$ cat config.mk
export PLATFORM = sky130hd
export DESIGN_NAME = wei_instr_arbiter
export DESIGN_NICKNAME = d
export VERILOG_FILES = /design/src/rtl/wei_instr_arbiter.sv
export SDC_FILE = /design/constraint.sdc
export NUM_CORES = 1
export LEC_CHECK = 0
export ABC_AREA = 1
export CORE_MARGIN = 5
export CORE_UTILIZATION = 54
export CTS_CLUSTER_SIZE = 14
export DETAILED_ROUTE_END_ITERATION = 10
export PLACE_DENSITY = 0.94
export SLEW_MARGIN = 25
export SYNTH_ARGS = -nofsm -noshare
export SYNTH_HDL_FRONTEND = slang
export SYNTH_SLANG_ARGS = --single-unit
$ cat constraint.sdc
create_clock -name clk -period 7.13 [get_ports clk]
set_input_delay 1.426 -clock clk [delete_from_list [all_inputs] [get_ports clk]]
set_output_delay 1.426 -clock clk [all_outputs]
set_load 0.02 [all_outputs]
$ cat src/rtl/wei_instr_arbiter.sv
// Round-robin arbiter feeding the weight-address instruction port; counts one filter group of instructions.
// Optional WEI_ARB_PERF_EN adds stall/idle performance counters.
module wei_instr_arbiter #(
    parameter int unsigned NUM_PEB     = 16,
    parameter int unsigned INSTR_WIDTH = 8,
    parameter int unsigned CNT_WIDTH   = 12
) (
    input  logic                           clk,
    input  logic                           rst,
`ifdef WEI_ARB_PERF_EN
    output logic [15:0]                    perf_stall_cnt_o,
    output logic [15:0]                    perf_idle_cnt_o,
`endif
    input  logic                           start_i,
    input  logic                           abort_i,
    input  logic [NUM_PEB-1:0]             cfg_peb_mask_i,
    input  logic [CNT_WIDTH-1:0]           cfg_instr_total_i,
    output logic                           busy_o,
    output logic                           done_o,
    input  logic [NUM_PEB-1:0]             req_val_i,
    output logic [NUM_PEB-1:0]             req_rdy_o,
    input  logic [NUM_PEB*INSTR_WIDTH-1:0] req_data_i,
    output logic                           out_val_o,
    input  logic                           out_rdy_i,
    output logic [3:0]                     out_peb_o,
    output logic [INSTR_WIDTH-1:0]         out_data_o
);

    localparam int unsigned PEB_W  = 4;
    localparam int unsigned PERF_W = 16;

    typedef enum logic [1:0] {S_IDLE, S_RUN, S_FIN} state_e;

    state_e                 state_q, state_d;
    logic [PEB_W-1:0]       ptr_q, ptr_d;
    logic [CNT_WIDTH-1:0]   grant_cnt_q, grant_cnt_d;
    logic [CNT_WIDTH-1:0]   acc_cnt_q, acc_cnt_d;
    logic [NUM_PEB-1:0]     mask_q, mask_d;
    logic [CNT_WIDTH-1:0]   total_q, total_d;
    logic                   out_val_q, out_val_d;
    logic [PEB_W-1:0]       out_peb_q, out_peb_d;
    logic [INSTR_WIDTH-1:0] out_data_q, out_data_d;
    logic                   busy_q, busy_d;
    logic                   done_q, done_d;
`ifdef WEI_ARB_PERF_EN
    logic [PERF_W-1:0]      stall_cnt_q, stall_cnt_d;
    logic [PERF_W-1:0]      idle_cnt_q, idle_cnt_d;
`endif

    logic                   found_c;
    logic [PEB_W-1:0]       gidx_c;
    logic                   grant_c;
    logic                   xfer_c;

    // Round-robin search starting at ptr_q over masked, valid requesters
    always_comb begin
        int unsigned idx;
        found_c = 1'b0;
        gidx_c  = '0;
        idx     = 0;
        for (int k = 0; k < int'(NUM_PEB); k++) begin
            idx = (int'(ptr_q) + k) % NUM_PEB;
            if (!found_c && req_val_i[idx] && mask_q[idx]) begin
                found_c = 1'b1;
                gidx_c  = PEB_W'(idx);
            end
        end
    end

    assign grant_c = (state_q == S_RUN) && (grant_cnt_q < total_q) && !abort_i
                     && (!out_val_q || out_rdy_i) && found_c;
    assign xfer_c  = out_val_q && out_rdy_i;

    always_comb begin
        req_rdy_o = '0;
        if (grant_c) req_rdy_o[gidx_c] = 1'b1;
    end

    always_comb begin
        state_d     = state_q;
        ptr_d       = ptr_q;
        grant_cnt_d = grant_cnt_q;
        acc_cnt_d   = acc_cnt_q;
        mask_d      = mask_q;
        total_d     = total_q;
        out_val_d   = out_val_q;
        out_peb_d   = out_peb_q;
        out_data_d  = out_data_q;
`ifdef WEI_ARB_PERF_EN
        stall_cnt_d = stall_cnt_q;
        idle_cnt_d  = idle_cnt_q;
`endif
        case (state_q)
            S_IDLE: begin
                if (start_i) begin
                    mask_d      = cfg_peb_mask_i;
                    total_d     = cfg_instr_total_i;
                    grant_cnt_d = '0;
                    acc_cnt_d   = '0;
                    ptr_d       = '0;
                    state_d     = S_RUN;
`ifdef WEI_ARB_PERF_EN
                    stall_cnt_d = '0;
                    idle_cnt_d  = '0;
`endif
                end
            end
            S_RUN: begin
`ifdef WEI_ARB_PERF_EN
                if (out_val_q && !out_rdy_i && stall_cnt_q != '1)
                    stall_cnt_d = stall_cnt_q + PERF_W'(1);
                if (!out_val_q && !grant_c && idle_cnt_q != '1)
                    idle_cnt_d = idle_cnt_q + PERF_W'(1);
`endif
                if (abort_i) begin
                    state_d   = S_IDLE;
                    out_val_d = 1'b0;
                end else begin
                    if (xfer_c) begin
                        acc_cnt_d = acc_cnt_q + CNT_WIDTH'(1);
                        out_val_d = 1'b0;
                        if (acc_cnt_d == total_q) state_d = S_FIN;
                    end
                    if (total_q == '0) state_d = S_FIN;
                    // A grant reloads the slot, overriding the clear from a same-edge transfer
                    if (grant_c) begin
                        out_val_d   = 1'b1;
                        out_peb_d   = gidx_c;
                        out_data_d  = req_data_i[int'(gidx_c)*INSTR_WIDTH +: INSTR_WIDTH];
                        grant_cnt_d = grant_cnt_q + CNT_WIDTH'(1);
                        ptr_d       = (gidx_c == PEB_W'(NUM_PEB - 1)) ? '0 : gidx_c + PEB_W'(1);
                    end
                end
            end
            S_FIN:   state_d = S_IDLE;
            default: state_d = S_IDLE;
        endcase
        busy_d = (state_d == S_RUN);
        done_d = (state_d == S_FIN);
    end

    always_ff @(posedge clk) begin
        if (rst) begin
            state_q     <= S_IDLE;
            ptr_q       <= '0;
            grant_cnt_q <= '0;
            acc_cnt_q   <= '0;
            mask_q      <= '0;
            total_q     <= '0;
            out_val_q   <= 1'b0;
            out_peb_q   <= '0;
            out_data_q  <= '0;
            busy_q      <= 1'b0;
            done_q      <= 1'b0;
`ifdef WEI_ARB_PERF_EN
            stall_cnt_q <= '0;
            idle_cnt_q  <= '0;
`endif
        end else begin
            state_q     <= state_d;
            ptr_q       <= ptr_d;
            grant_cnt_q <= grant_cnt_d;
            acc_cnt_q   <= acc_cnt_d;
            mask_q      <= mask_d;
            total_q     <= total_d;
            out_val_q   <= out_val_d;
            out_peb_q   <= out_peb_d;
            out_data_q  <= out_data_d;
            busy_q      <= busy_d;
            done_q      <= done_d;
`ifdef WEI_ARB_PERF_EN
            stall_cnt_q <= stall_cnt_d;
            idle_cnt_q  <= idle_cnt_d;
`endif
        end
    end

    assign busy_o     = busy_q;
    assign done_o     = done_q;
    assign out_val_o  = out_val_q;
    assign out_peb_o  = out_peb_q;
    assign out_data_o = out_data_q;
`ifdef WEI_ARB_PERF_EN
    assign perf_stall_cnt_o = stall_cnt_q;
    assign perf_idle_cnt_o  = idle_cnt_q;
`endif

endmodule
# After elaboration in Yosys (flattened, before gate mapping)

Index checks and enable logic that the tools add are counted.

$mul: 0
Shifts and indexed selects: 1
Equality and inequality tests: 9
Magnitude comparators: 19
Divide/modulo/power cells: 0
Add/subtract/negate cells: 18
Muxes and demuxes: 120
Bitwise operators: 1
Reduce and logical (&&, ||, !) cells: 64

Operators by type and width:

| kind                                                       | number |
|---|---|
| binary-select mux 1 bit (select 4 bit)                     | 32 |
| variable part select 128 x 8 -> 8 bit                      | 1 |
| less-than comparator 4 x 5 -> 1 bit, second input constant | 17 |
| two-way mux 4 bit                                          | 20 |
| two-way mux 12 bit                                         | 5 |
| two-way mux 1 bit                                          | 52 |
| case mux 12 bit (2 select lines)                           | 2 |
| logical AND 1 bit                                          | 37 |
| adder 4 bit, second input constant                         | 8 |
| adder 12 x 1 -> 12 bit, second input constant              | 2 |
| logical NOT 1 bit                                          | 17 |
| adder 4 x 3 -> 4 bit, second input constant                | 4 |
| two-way mux 16 bit                                         | 1 |
| equality test 12 bit                                       | 1 |
| logical NOT 12 bit                                         | 1 |
| less-than comparator 12 bit                                | 1 |
| two-way mux 2 bit                                          | 5 |
| adder 4 x 1 -> 4 bit, second input constant                | 2 |
| adder 4 x 2 -> 4 bit, second input constant                | 2 |
| != test 2 bit, second input constant                       | 4 |
| case mux 4 bit (2 select lines)                            | 1 |
| AND reduction 4 bit                                        | 2 |
| demux 1 bit (select 4 bit)                                 | 1 |
| equality test 2 x 1 -> 1 bit, second input constant        | 2 |
| other kinds (11)                                           | 12 |

ROM bits: 0
Register bits: 73
Bits of input ports: 177
Memory bits (writable): 0
Output and inout port bits: 31
Word-level logic and storage cells: 243
Latch bits: 0
Memories kept: 0

# Logic depth before layout (Yosys ltp)

Depth after elaboration: 69
Depth in mapped cells: 34
Mapped depth without buffers: 30

# Worst setup path before layout

No wires, ideal clock.

Path kind: input-to-output
Start: input req_val_i[3]
End: output req_rdy_o[11]
Buffers on the path: 1
Data arrival time: 4.133 ns
Required time: 5.704 ns
Slack: 1.571 ns
Stages: 21
Cell sequence: nand2_1 nand3_1 nand3_1 nand2_1 nand3_2 nand2_4 nor2_8 o211ai_4 nor2_4 nand4_2 nor2_4 nand3_2 a21oi_4 nand3_2 a21oi_4 nand3_1 nand3_2 buf_2 ha_1 nand2_1 nor2_1

Longest elaborated chain between the ends: 69
Elaborated cells on any way between the ends: 117
Classes of those cells: order compare (2); mux (67); reduce/logical (48)

Ends and longest elaborated chain:

| item                                                                                                             | RTL line | text |
|---|---|---|
| from (decl)                                                                                                      | 20       | `input logic [NUM_PEB-1:0] req_val_i,` |
| binary-select mux 1 bit (select 4 bit)                                                                           | 63       | `if (!found_c && req_val_i[idx] && mask_q[idx]) begin` |
| two-way mux 1 bit (not written as such)                                                                          | 63       |  |
| logical AND 1 bit                                                                                                | 63       |  |
| two-way mux 1 bit                                                                                                | 63       |  |
| logical NOT 1 bit                                                                                                | 63       |  |
| logical AND 1 bit (2 in series)                                                                                  | 63       |  |
| two-way mux 1 bit                                                                                                | 63       |  |
| logical NOT 1 bit                                                                                                | 63       |  |
| (+52 left out)                                                                                                   | n/a      |  |
| logical AND 1 bit (2 in series)                                                                                  | 63       |  |
| two-way mux 4 bit (*)                                                                                            | 63       |  |
| via gidx_c[1]                                                                                                    | 51       | `logic [PEB_W-1:0] gidx_c;` |
| less-than comparator 4 x 5 -> 1 bit (not written as such) / >= comparator 4 x 1 -> 1 bit (equally long branches) | 76       | `if (grant_c) req_rdy_o[gidx_c] = 1'b1;` |
| logical AND 1 bit (not written as such)                                                                          | 76       |  |
| two-way mux 1 bit (not written as such)                                                                          | 76       |  |
| demux 1 bit (select 4 bit) (*)                                                                                   | 76       |  |
| two-way mux 16 bit (*)                                                                                           | 76       |  |
| to (decl)                                                                                                        | 21       | `output logic [NUM_PEB-1:0] req_rdy_o,` |

Mark *: on every way through the listed nets, which the timed path passes. The rest lies on a longest branch. The select of a mux whose other input is x is not followed.

# Final worst setup path

Start: input req_val_i[3]
End: output req_rdy_o[7]

Longest elaborated chain between the ends: 69
Elaborated cells on any way between the ends: 117
Classes of those cells: order compare (2); mux (67); reduce/logical (48)

Ends and longest elaborated chain:

| item                                                                                                             | RTL line |
|---|---|
| binary-select mux 1 bit (select 4 bit)                                                                           | 63 |
| two-way mux 1 bit (not written as such)                                                                          | 63 |
| logical AND 1 bit                                                                                                | 63 |
| two-way mux 1 bit                                                                                                | 63 |
| logical NOT 1 bit                                                                                                | 63 |
| logical AND 1 bit (2 in series)                                                                                  | 63 |
| two-way mux 1 bit                                                                                                | 63 |
| logical NOT 1 bit                                                                                                | 63 |
| (+51 left out)                                                                                                   | n/a |
| logical NOT 1 bit                                                                                                | 63 |
| logical AND 1 bit (2 in series)                                                                                  | 63 |
| two-way mux 4 bit                                                                                                | 63 |
| less-than comparator 4 x 5 -> 1 bit (not written as such) / >= comparator 4 x 1 -> 1 bit (equally long branches) | 76 |
| logical AND 1 bit (not written as such)                                                                          | 76 |
| two-way mux 1 bit (not written as such)                                                                          | 76 |
| demux 1 bit (select 4 bit)                                                                                       | 76 |
| two-way mux 16 bit (*)                                                                                           | 76 |

Every way passes the cells marked *; elsewhere a longest branch is shown, timed or not. The select of a mux whose other input is x is not followed.

==> results by group <==
Die
  • Core Area: 14000 µm²
  • Die width: 130 µm
  • Initial Util: 55.3%
  • Die Y: 130 µm
  • Ports: between 200 and 250
  • Rows: 43
  • Die ar.: 16800 µm²

Worst hold path
  • Worst hold path class: reg2reg

Worst setup path
  • RR Endpoint: out_data_o[0]
  • Worst reg2reg path startpoint: ptr_q[0]
  • Slowest stage cell on the critical path: clkdlybuf4s50_1
  • Reg2Reg Depth: 28
  • Worst-path cell chain: clkdlybuf4s50_1 > nand2_1 > nand3_1 > nand3_1 > nand2_1 > nand3_2 > nand2_4 > nor2_8 > o211ai_4 > nor2_4 > nand4_2 > nor2_4 > o2111ai_1 > nor2_2 > nand4_1 > nor2_2 > nor2_4 > nand2_2 > ha_1 > nand2_1 > nor2_1 > clkdlybuf4s50_1
  • Critical Path AT: around 5400 ps
  • Crit-path max cell delay: 620 ps
  • Worst Setup EP: req_rdy_o[7]
  • Reg2Reg Setup Slack: 2160 ps
  • Crit Path Class: in2out
  • Worst path required time: 5700 ps
  • Critical path startpoint: req_val_i[3]
  • CP endpoint kind: output pin
  • Startpoint Class: input pin
  • CP Max Fanout: 9

STA
  • Final count of hold timing violations: 0
  • Tmin final: 6830 ps
  • Setup ws final: 304 ps
  • Worst-Margin Slew: 707 ps
  • Final Cycle Share: 95.7%
  • Setup TNS Final: 0 ps
  • Final setup viols: 0
  • Worst rel slew slack: between 50% and 60%
  • Final Skew: 7.88 ps
  • Pins Over Slew Limit: 0
  • RSZ-0062 raised after global routing: no
  • Max Freq: 0.146 GHz

Routing
  • Initial DRC count: about 1100
  • DR vias: 9868
  • Drt drc: 0
  • WL per Instance: 15.9 µm
  • DRT Wirelength: 27700 µm
  • Via density: 5.68
  • Pre-Repair DR Iteration Count: 5
  • Post-DRT Antenna Nets: 0

CTS
  • Clk pin slew, worst setup/hold paths: 60 ps
  • Sink Count: 73
  • Clk_lat worst skew: 340 ps
  • CTS tree: yes
  • Number of buffers created by CTS: 9
  • CTS H-Tree Depth: 3
  • Clock Root Buffer: clkbuf_16
  • Clk buf depth: 2

Finish
  • Area Growth Syn to Fin: 31.9%
  • Nets: 1753
  • Fillers: 1180
  • Leading cell type in the layout, fill and taps excluded: nand2_1
  • Layout cell share with drive strength beyond 1: 5.72%
  • Cell Count, Final, Fillers Out: 1738
  • Commonest non-fill, non-tap cells in the layout: 374 x nand2_1, 251 x nand3_1, 205 x clkdlybuf4s50_1

Yosys
  • Cell Area, Synth: 7740 µm²
  • Syn Nets: 1577
  • Register area share after synthesis: 18.9%
  • Yosys warns: 0
  • Synthesis-stage register bit count: 73
  • Cell variety after synth: 49
  • Mapped Cells: between 1000 and 1500
  • Average cell area after synthesis: 5.62 µm²

Outcome
  • Status: complete, no violations

Global route
  • GRT overflow: 0
  • Vias in the first global route: ~9300
  • Initial antenna violation count: 0
  • Largest net degree at the start of global routing: 57
  • First-pass GRT wire length: 43600 µm
  • GRT Total Usage: between 30% and 40%

Place
  • Gpl congestion: between 1 and 1.5
  • Buffers on Ports: 207
  • Pre-CTS setup slack: 282 ps
  • DP HPWL: approximately 21000 µm
  • # placed instances: 1720

Flow run
  • MaxCap Viol Count: 0
state kept, by name, indices dropped and copies added, names as in the netlist, 2 cells and up:
register,flops
out_data_o,8
mask_q,16
ptr_q,4
total_q,12
state_q,2
out_peb_o,4
grant_cnt_q,12
acc_cnt_q,12
through the flow:
stage | instance area, µm² | utilization [%] | hold slack (ps)
CTS | 10200 | 72.7 | 474
floorplan | 7740 | - | 441
detailed placement | 9860 | 70.5 | 462
global placement | 9860 | 70.5 | 458
global route | 10200 | 73.0 | 501
finish | 10200 | 73.0 | 473
routing by layer:
layer  share of wire (%)  vias to the layer above  GRT usage (%)
met5                   0                        -              0
met4                 4.1                        0           16.0
met3                 9.3                       97           6.88
met2                  48                      559           53.6
met1                  38                     4402           38.0
li1                    -                     4810              -
synthesized netlist by cell type, drive strengths merged:
cell type / n / area, µm²
a21oi: 63 / 349
or2: 3 / 18.8
dfxtp: 73 / 1460
o211ai: 6 / 58.8
nand3: 261 / 1360
a211oi: 2 / 15.0
nor2: 148 / 602
buf: 41 / 258
nand2: 382 / 1460
a31oi: 5 / 31.3
o21a: 1 / 7.51
xnor2: 3 / 45.1
o22ai: 4 / 25.0
ha: 24 / 300
nor3: 9 / 50.1
nand4: 19 / 125
a2111oi: 2 / 17.5
a311oi: 1 / 8.76
a21o: 1 / 7.51
xor2: 21 / 184
a22oi: 2 / 15.0
o221ai: 1 / 8.76
clkbuf: 24 / 90.1
a2bb2oi: 1 / 8.76
o21bai: 1 / 7.51
inv: 184 / 693
o21ai: 68 / 344
nand3b: 16 / 120
o2111ai: 3 / 26.3
nor4: 1 / 6.26
and2: 5 / 31.3
a21boi: 1 / 7.51
kinds of logic (layout without fill, tap and decap cells):
group,after synthesis,count (layout),synth area share (%)
flip-flops,73,73,18.9
XOR/XNOR,24,24,2.96
AO/OA/AOI/OAI,162,162,12.1
AND/OR/NAND/NOR,844,844,48.7
buffers and inverters,249,430,13.5
adder cells (fa/ha/maj),24,24,3.88
other,0,1,0
repair_timing:
item,CTS,global route
resized for setup,0,7
setup endpoints to repair,0,16
buffers inserted,0,1
hold buffers,0,0
cell type report:
cell class                 instances  area (µm²)  area share [%]
clock inverter                     7        90.1           0.882
multi-input combinational       1054        5250            51.5
antenna                            1        2.50          0.0245
timing repair buffer             230        2250            22.0
inverter                         184         701            6.86
clock buffer                       9         225            2.21
tap                              180         225            2.21
sequential                        73        1460            14.3
worst max-delay path, delay by kind of cell:
family,cells,cell delay (ps)
AOI/OAI and AO/OA,2,260
adders and majority gates,1,220
and+or+nand+nor,17,2410
buffers and inverters,2,1080
how the worst min path moves through the flow:
stage,from,to,cells past startpoint
finish,mask_q[8],mask_q[8],2
global route,mask_q[0],mask_q[0],2
CTS,mask_q[8],mask_q[8],2
detailed placement,grant_cnt_q[10],grant_cnt_q[10],2
global placement,mask_q[8],mask_q[8],2
floorplan,grant_cnt_q[10],grant_cnt_q[10],2
Power is left out: the tool's default activity adds up to more than one toggle a clock period on the data nets, which glitch-free logic cannot reach.
